**src/rtl/synth_pkg.sv**
```systemverilog
// Shared constants for the synth update-clock generator: channel modes and divider defaults.
// Pure declarations; no logic, no latency, no flow control.
// Used by synth_clk_ch and synth_clk_gen.
package synth_pkg;

    localparam logic MODE_SQUARE     = 1'b0;
    localparam logic MODE_STROBE     = 1'b1;
    localparam int   SYN_DIV_W       = 16;
    localparam int   SYN_DEFAULT_DIV = 50;

endpackage

```
**src/rtl/synth_clk_ch.sv**
```systemverilog
// One update-clock channel: half-period counter with shadowed divider, square/strobe output.
// Outputs registered, first terminal div cycles after enable; no backpressure (Syn_ce freezes state).
// SYNTH_CLK_SYNC_EN adds a sync restart input that phase-aligns the channel.
module synth_clk_ch
    import synth_pkg::*;
#(
    parameter int DIV_W       = SYN_DIV_W,
    parameter int DEFAULT_DIV = SYN_DEFAULT_DIV
) (
    input  logic             Sys_clk,
    input  logic             Syn_rst,
    input  logic             Syn_ce,
    input  logic             en,
    input  logic             mode,
    input  logic             wr,
    input  logic [DIV_W-1:0] val,
`ifdef SYNTH_CLK_SYNC_EN
    input  logic             sync,
`endif
    output logic             syn_clk,
    output logic             syn_tick,
    output logic             div_pend
);

    logic [DIV_W-1:0] cnt;
    logic [DIV_W-1:0] act_div;
    logic [DIV_W-1:0] shd_div;
    logic [DIV_W-1:0] wr_div;
    logic             terminal;
    logic             restart;

    // A written zero behaves as one, so act_div never underflows below.
    assign wr_div   = (val == '0) ? DIV_W'(1) : val;
    assign terminal = (cnt >= act_div - DIV_W'(1));
`ifdef SYNTH_CLK_SYNC_EN
    assign restart  = !en || sync;
`else
    assign restart  = !en;
`endif

    always_ff @(posedge Sys_clk or posedge Syn_rst) begin
        if (Syn_rst) begin
            cnt      <= '0;
            act_div  <= DIV_W'(DEFAULT_DIV);
            shd_div  <= DIV_W'(DEFAULT_DIV);
            div_pend <= 1'b0;
            syn_clk  <= 1'b0;
            syn_tick <= 1'b0;
        end else if (!Syn_ce) begin
            syn_tick <= 1'b0;
            if (wr) begin
                shd_div  <= wr_div;
                div_pend <= 1'b1;
            end
        end else if (restart || terminal) begin
            // Period boundary: a same-cycle write wins over an older pending shadow.
            if (wr) begin
                act_div <= wr_div;
                shd_div <= wr_div;
            end else if (div_pend) begin
                act_div <= shd_div;
            end
            div_pend <= 1'b0;
            cnt      <= '0;
            if (restart) begin
                syn_clk  <= 1'b0;
                syn_tick <= 1'b0;
            end else begin
                syn_clk  <= (mode == MODE_STROBE) ? 1'b0 : ~syn_clk;
                syn_tick <= 1'b1;
            end
        end else begin
            cnt      <= cnt + DIV_W'(1);
            syn_tick <= 1'b0;
            if (wr) begin
                shd_div  <= wr_div;
                div_pend <= 1'b1;
            end
        end
    end

endmodule

```
**src/rtl/synth_clk_gen.sv**
```systemverilog
// Multi-channel programmable update-clock generator for the AC97 synth (one synth_clk_ch per channel).
// Outputs registered per channel; no backpressure, Syn_ce globally freezes all channels.
// SYNTH_CLK_SYNC_EN adds Sync_in, which restarts all enabled channels together.
module synth_clk_gen
    import synth_pkg::*;
#(
    parameter int NUM_CH      = 4,
    parameter int DIV_W       = SYN_DIV_W,
    parameter int DEFAULT_DIV = SYN_DEFAULT_DIV,
    localparam int SEL_W      = (NUM_CH > 1) ? $clog2(NUM_CH) : 1
) (
    input  logic              Sys_clk,
    input  logic              Syn_rst,
    input  logic              Syn_ce,
    input  logic [NUM_CH-1:0] Ch_en,
    input  logic [NUM_CH-1:0] Ch_mode,
    input  logic              Div_wr,
    input  logic [SEL_W-1:0]  Div_sel,
    input  logic [DIV_W-1:0]  Div_val,
`ifdef SYNTH_CLK_SYNC_EN
    input  logic              Sync_in,
`endif
    output logic [NUM_CH-1:0] Syn_clk,
    output logic [NUM_CH-1:0] Syn_tick,
    output logic [NUM_CH-1:0] Div_pend
);

    for (genvar i = 0; i < NUM_CH; i++) begin : g_ch
        logic wr_hit;

        // Selects beyond NUM_CH match no channel and are dropped.
        assign wr_hit = Div_wr && (int'(Div_sel) == i);

        synth_clk_ch #(
            .DIV_W       (DIV_W),
            .DEFAULT_DIV (DEFAULT_DIV)
        ) u_ch (
            .Sys_clk  (Sys_clk),
            .Syn_rst  (Syn_rst),
            .Syn_ce   (Syn_ce),
            .en       (Ch_en[i]),
            .mode     (Ch_mode[i]),
            .wr       (wr_hit),
            .val      (Div_val),
`ifdef SYNTH_CLK_SYNC_EN
            .sync     (Sync_in),
`endif
            .syn_clk  (Syn_clk[i]),
            .syn_tick (Syn_tick[i]),
            .div_pend (Div_pend[i])
        );
    end

endmodule
```
**config.mk**
```make
export PLATFORM = sky130hd
export DESIGN_NAME = synth_clk_gen
export DESIGN_NICKNAME = d
export VERILOG_FILES = /design/src/rtl/synth_pkg.sv /design/src/rtl/synth_clk_ch.sv /design/src/rtl/synth_clk_gen.sv
export SDC_FILE = /design/constraint.sdc
export NUM_CORES = 1
export LEC_CHECK = 0
export ABC_AREA = 1
export BUFFER_PORTS_ARGS = -buffer_cell sky130_fd_sc_hd__buf_4
export CAP_MARGIN = 20
export CORE_ASPECT_RATIO = 1.5
export CORE_MARGIN = 4
export CORE_UTILIZATION = 60
export CTS_CLUSTER_SIZE = 10
export DETAILED_ROUTE_END_ITERATION = 6
export GPL_ROUTABILITY_DRIVEN = 0
export HOLD_SLACK_MARGIN = 0.1
export PLACE_DENSITY = 0.78
export SYNTH_ARGS = -nofsm -noshare
export SYNTH_HDL_FRONTEND = slang
export SYNTH_SLANG_ARGS = --single-unit
```
**constraint.sdc**
```tcl
create_clock -name Sys_clk -period 19.1 [get_ports Sys_clk]
set_clock_uncertainty 0.1 [all_clocks]
set_input_delay 1.91 -clock Sys_clk [delete_from_list [all_inputs] [get_ports Sys_clk]]
set_output_delay 1.91 -clock Sys_clk [all_outputs]
set_load 0.1 [all_outputs]
```
==> impl_metrics.tcl <==
set metrics [dict create \
    grt_use_total_pct 23.85 \
    min_from "g_ch[2].u_ch.act_div[1]" \
    wl_per_cell_um 14.44 \
    avgViaCountPerCell 5.317 \
    ctsResizeCount 0 \
    die_w_um 121.1 \
    drc_errors 0 \
    hold_depth 2 \
    io_buffer_count 41 \
    vdd_drop_max_mv 0.07940 \
    antennaDiodeCount 0 \
    die_h_um 177.7 \
    drt_wl_total_mm 24.62 \
    hold_path_end "g_ch[2].u_ch.act_div[1]" \
    synthDistinctLibCells 37 \
    p_leak_nw 6.297 \
    ys_seq_area_share_pct 44.60 \
    ios 42 \
    drtIter0Drc 557 \
    root_buffer "clkbuf_16" \
    rsz0062_at_grt "no" \
    startpoint "g_ch[2].u_ch.act_div[2]" \
    hold_class "flip-flop to flip-flop" \
    cts_setup_buffers 0 \
    finalSetupViolCount 0 \
    drv_slew 0 \
    grt_pass1_wl_mm 42.18 \
    power.density_nw_per_um2 113.0 \
    ant_nets 0 \
    arrival_ns 3.78 \
    finalCriticalPeriod_ns 3.435 \
    clk_latency_ns 0.51 \
    die-area_um2 21510 \
    netlist_area_um2 11510 \
    grt_overflow 0 \
    start_util_pct 61.57 \
    final.setup.tns_ns 0 \
    syn_nets 1517 \
    coreArea_um2 18700 \
    cts_sinks 204 \
    postCtsHoldBufs 0 \
    first_pass_iters 5 \
    max_cap_viol_count 0 \
    fin_nets 1538 \
    cts_made_buffers 24 \
    reg2reg_to "g_ch[2].u_ch.act_div[11]" \
    period_share_pct 17.99 \
    worstPathRequired_ns 19.44 \
    path_max_fanout 18 \
    worstMarginPinSlew_ns 0.9265 \
    r2r_slack_ns 15.66 \
    stdcell_area_um2 12510 \
    worstRegToRegCells 14 \
    final_common_cell "nand2_1" \
    synth-seq-cells 204 \
    fmax_mhz 291.1 \
    vias 9065 \
    hold_violations 0 \
    grt_pass1_vias 9071 \
    clkTransAtPathRegs_ns 0.06 \
    post-dp-hpwl_mm 17.59 \
    max_slew_margin_pct 38.23 \
    path_buf_inv 1 \
    antenna_found_initial 0 \
    yosys_warnings 0 \
    syn_inst 1415 \
    htree_levels 1 \
    r2r_start "g_ch[2].u_ch.act_div[2]" \
    layout_common_cells "nand2_1, dfrtp_1, nor2_1" \
    crit_type "flip-flop to flip-flop" \
    synth_area_per_cell_um2 8.136 \
    critPathLaunchType "flip-flop" \
    status "completed" \
    setup.worst_path.end_class "flip-flop" \
    clockBufferDepth 3 \
    fillCellCount 1583 \
    drive_above_1_share_pct 8.878 \
    placed_cell_area_um2 11820 \
    cts_tree "done" \
    crit_path_max_incr_delay_ns 0.42 \
    rows 61 \
    cp_top_family "simple AND/OR/NAND/NOR gates" \
    critical-path-slowest-cell "dfrtp_1" \
    grt_max_degree 133 \
    path_cells "inv_1 -> nand3_1 -> nor2_1 -> nand4_1 -> nor3_1 -> xnor2_1 -> ha_1 -> a21oi_1 -> o21ai_0 -> nor2_1 -> nand3_2 -> nand2_2 -> nand2_1 -> nand2_1" \
    syn2layout_area_growth_pct 8.662 \
]
==> cells in the mapped netlist (all sizes together) <==
master / number / area share [%]
ha: 72 / 7.8
or2: 2 / 0.11
xor2: 57 / 4.3
a21oi: 28 / 1.2
dfrtp: 180 / 39
inv: 136 / 4.5
nand3: 114 / 5.1
dfstp: 24 / 5.5
and2: 3 / 0.16
o31ai: 1 / 0.065
o21a: 1 / 0.065
nor2: 173 / 6.0
nand4: 31 / 1.7
o21ai: 72 / 3.1
o21bai: 2 / 0.13
nand3b: 1 / 0.065
a31o: 1 / 0.076
buf: 41 / 2.7
nor4: 6 / 0.46
nand2: 404 / 13
xnor2: 37 / 2.8
nor3: 23 / 1.3
clkbuf: 6 / 0.20
==> registers in the layout (all words and copies together), names as in the netlist <==
register            count
g_ch.u_ch.act_div      64
g_ch.u_ch.cnt          64
g_ch.u_ch.shd_div      64
g_ch.u_ch.div_pend      4
g_ch.u_ch.syn_clk       4
g_ch.u_ch.syn_tick      4
==> worst reg2reg max path, delay by kind of cell, from the launching register on <==
family / cells / cell delay [ns]
AND/OR/NAND/NOR: 9 / 2.08
flip-flops: 1 / 0.42
adder cells (fa/ha/maj): 1 / 0.28
AO/OA/AOI/OAI: 2 / 0.24
XOR/XNOR: 1 / 0.15
buffers and inverters: 1 / 0.11
==> cell families after synthesis <==
group           after synthesis  share of synthesized area [%]
fa+ha+maj                    72                          7.825
flops                       204                          44.60
buf+inv                     183                          7.369
simple gates                757                          28.37
compound gates              105                          4.684
xor+xnor                     94                          7.151
==> per-stage QoR <==
stage / setup WS, ns / hold slack, ns / std cells / power, W / util [%]
floorplan: 11.56 / 0.3419 / 1415 / 0.0009140 / -
global placement: 15.31 / 0.3518 / 1662 / 0.0009884 / 63.19
detailed placement: 15.29 / 0.3605 / 1662 / 0.001008 / 63.19
CTS: 15.63 / 0.3705 / 1705 / 0.001425 / 66.90
global route: 15.37 / 0.3838 / 1705 / 0.001524 / 66.90
finish: 15.66 / 0.3711 / 1705 / 0.001414 / 66.90
==> routing by layer <==
layer	GRT usage [%]	routed length, µm	up-vias
met5	0	0	-
met1	28.72	10070	4264
met4	8.365	808	0
met3	2.742	979	57
li1	-	-	4560
met2	43.77	12760	184
==> cell type report <==
| class | instances | area, µm² | area share, % |
|---|---|---|---|
| Tap cell | 252 | 315.3 | 2.521 |
| Inverter | 136 | 520.5 | 4.161 |
| Clock inverter | 1 | 5.005 | 0.04001 |
| Timing Repair Buffer | 42 | 315.3 | 2.521 |
| Sequential cell | 204 | 5135 | 41.05 |
| Clock buffer | 42 | 689.4 | 5.511 |
| Multi-Input combinational cell | 1028 | 5529 | 44.20 |
==> power by group <==
part / internal, W / switching, W
combinational: 0.000167 / 0.000259
clock: 0.000242 / 0.000169
sequential: 0.000511 / 0.0000654
==> worst max path at each step <==
stage | endpoint | slack (ns) | depth (start not counted)
after floorplan | g_ch[0].u_ch.act_div[0] | 11.56 | 1
after global placement | g_ch[1].u_ch.cnt[4] | 15.31 | 3
after detailed placement | g_ch[1].u_ch.cnt[5] | 15.29 | 3
after CTS | g_ch[2].u_ch.act_div[11] | 15.63 | 14
after global routing | g_ch[1].u_ch.div_pend | 15.37 | 18
final | g_ch[2].u_ch.act_div[11] | 15.66 | 14
Power figures use the tool's default switching activity.
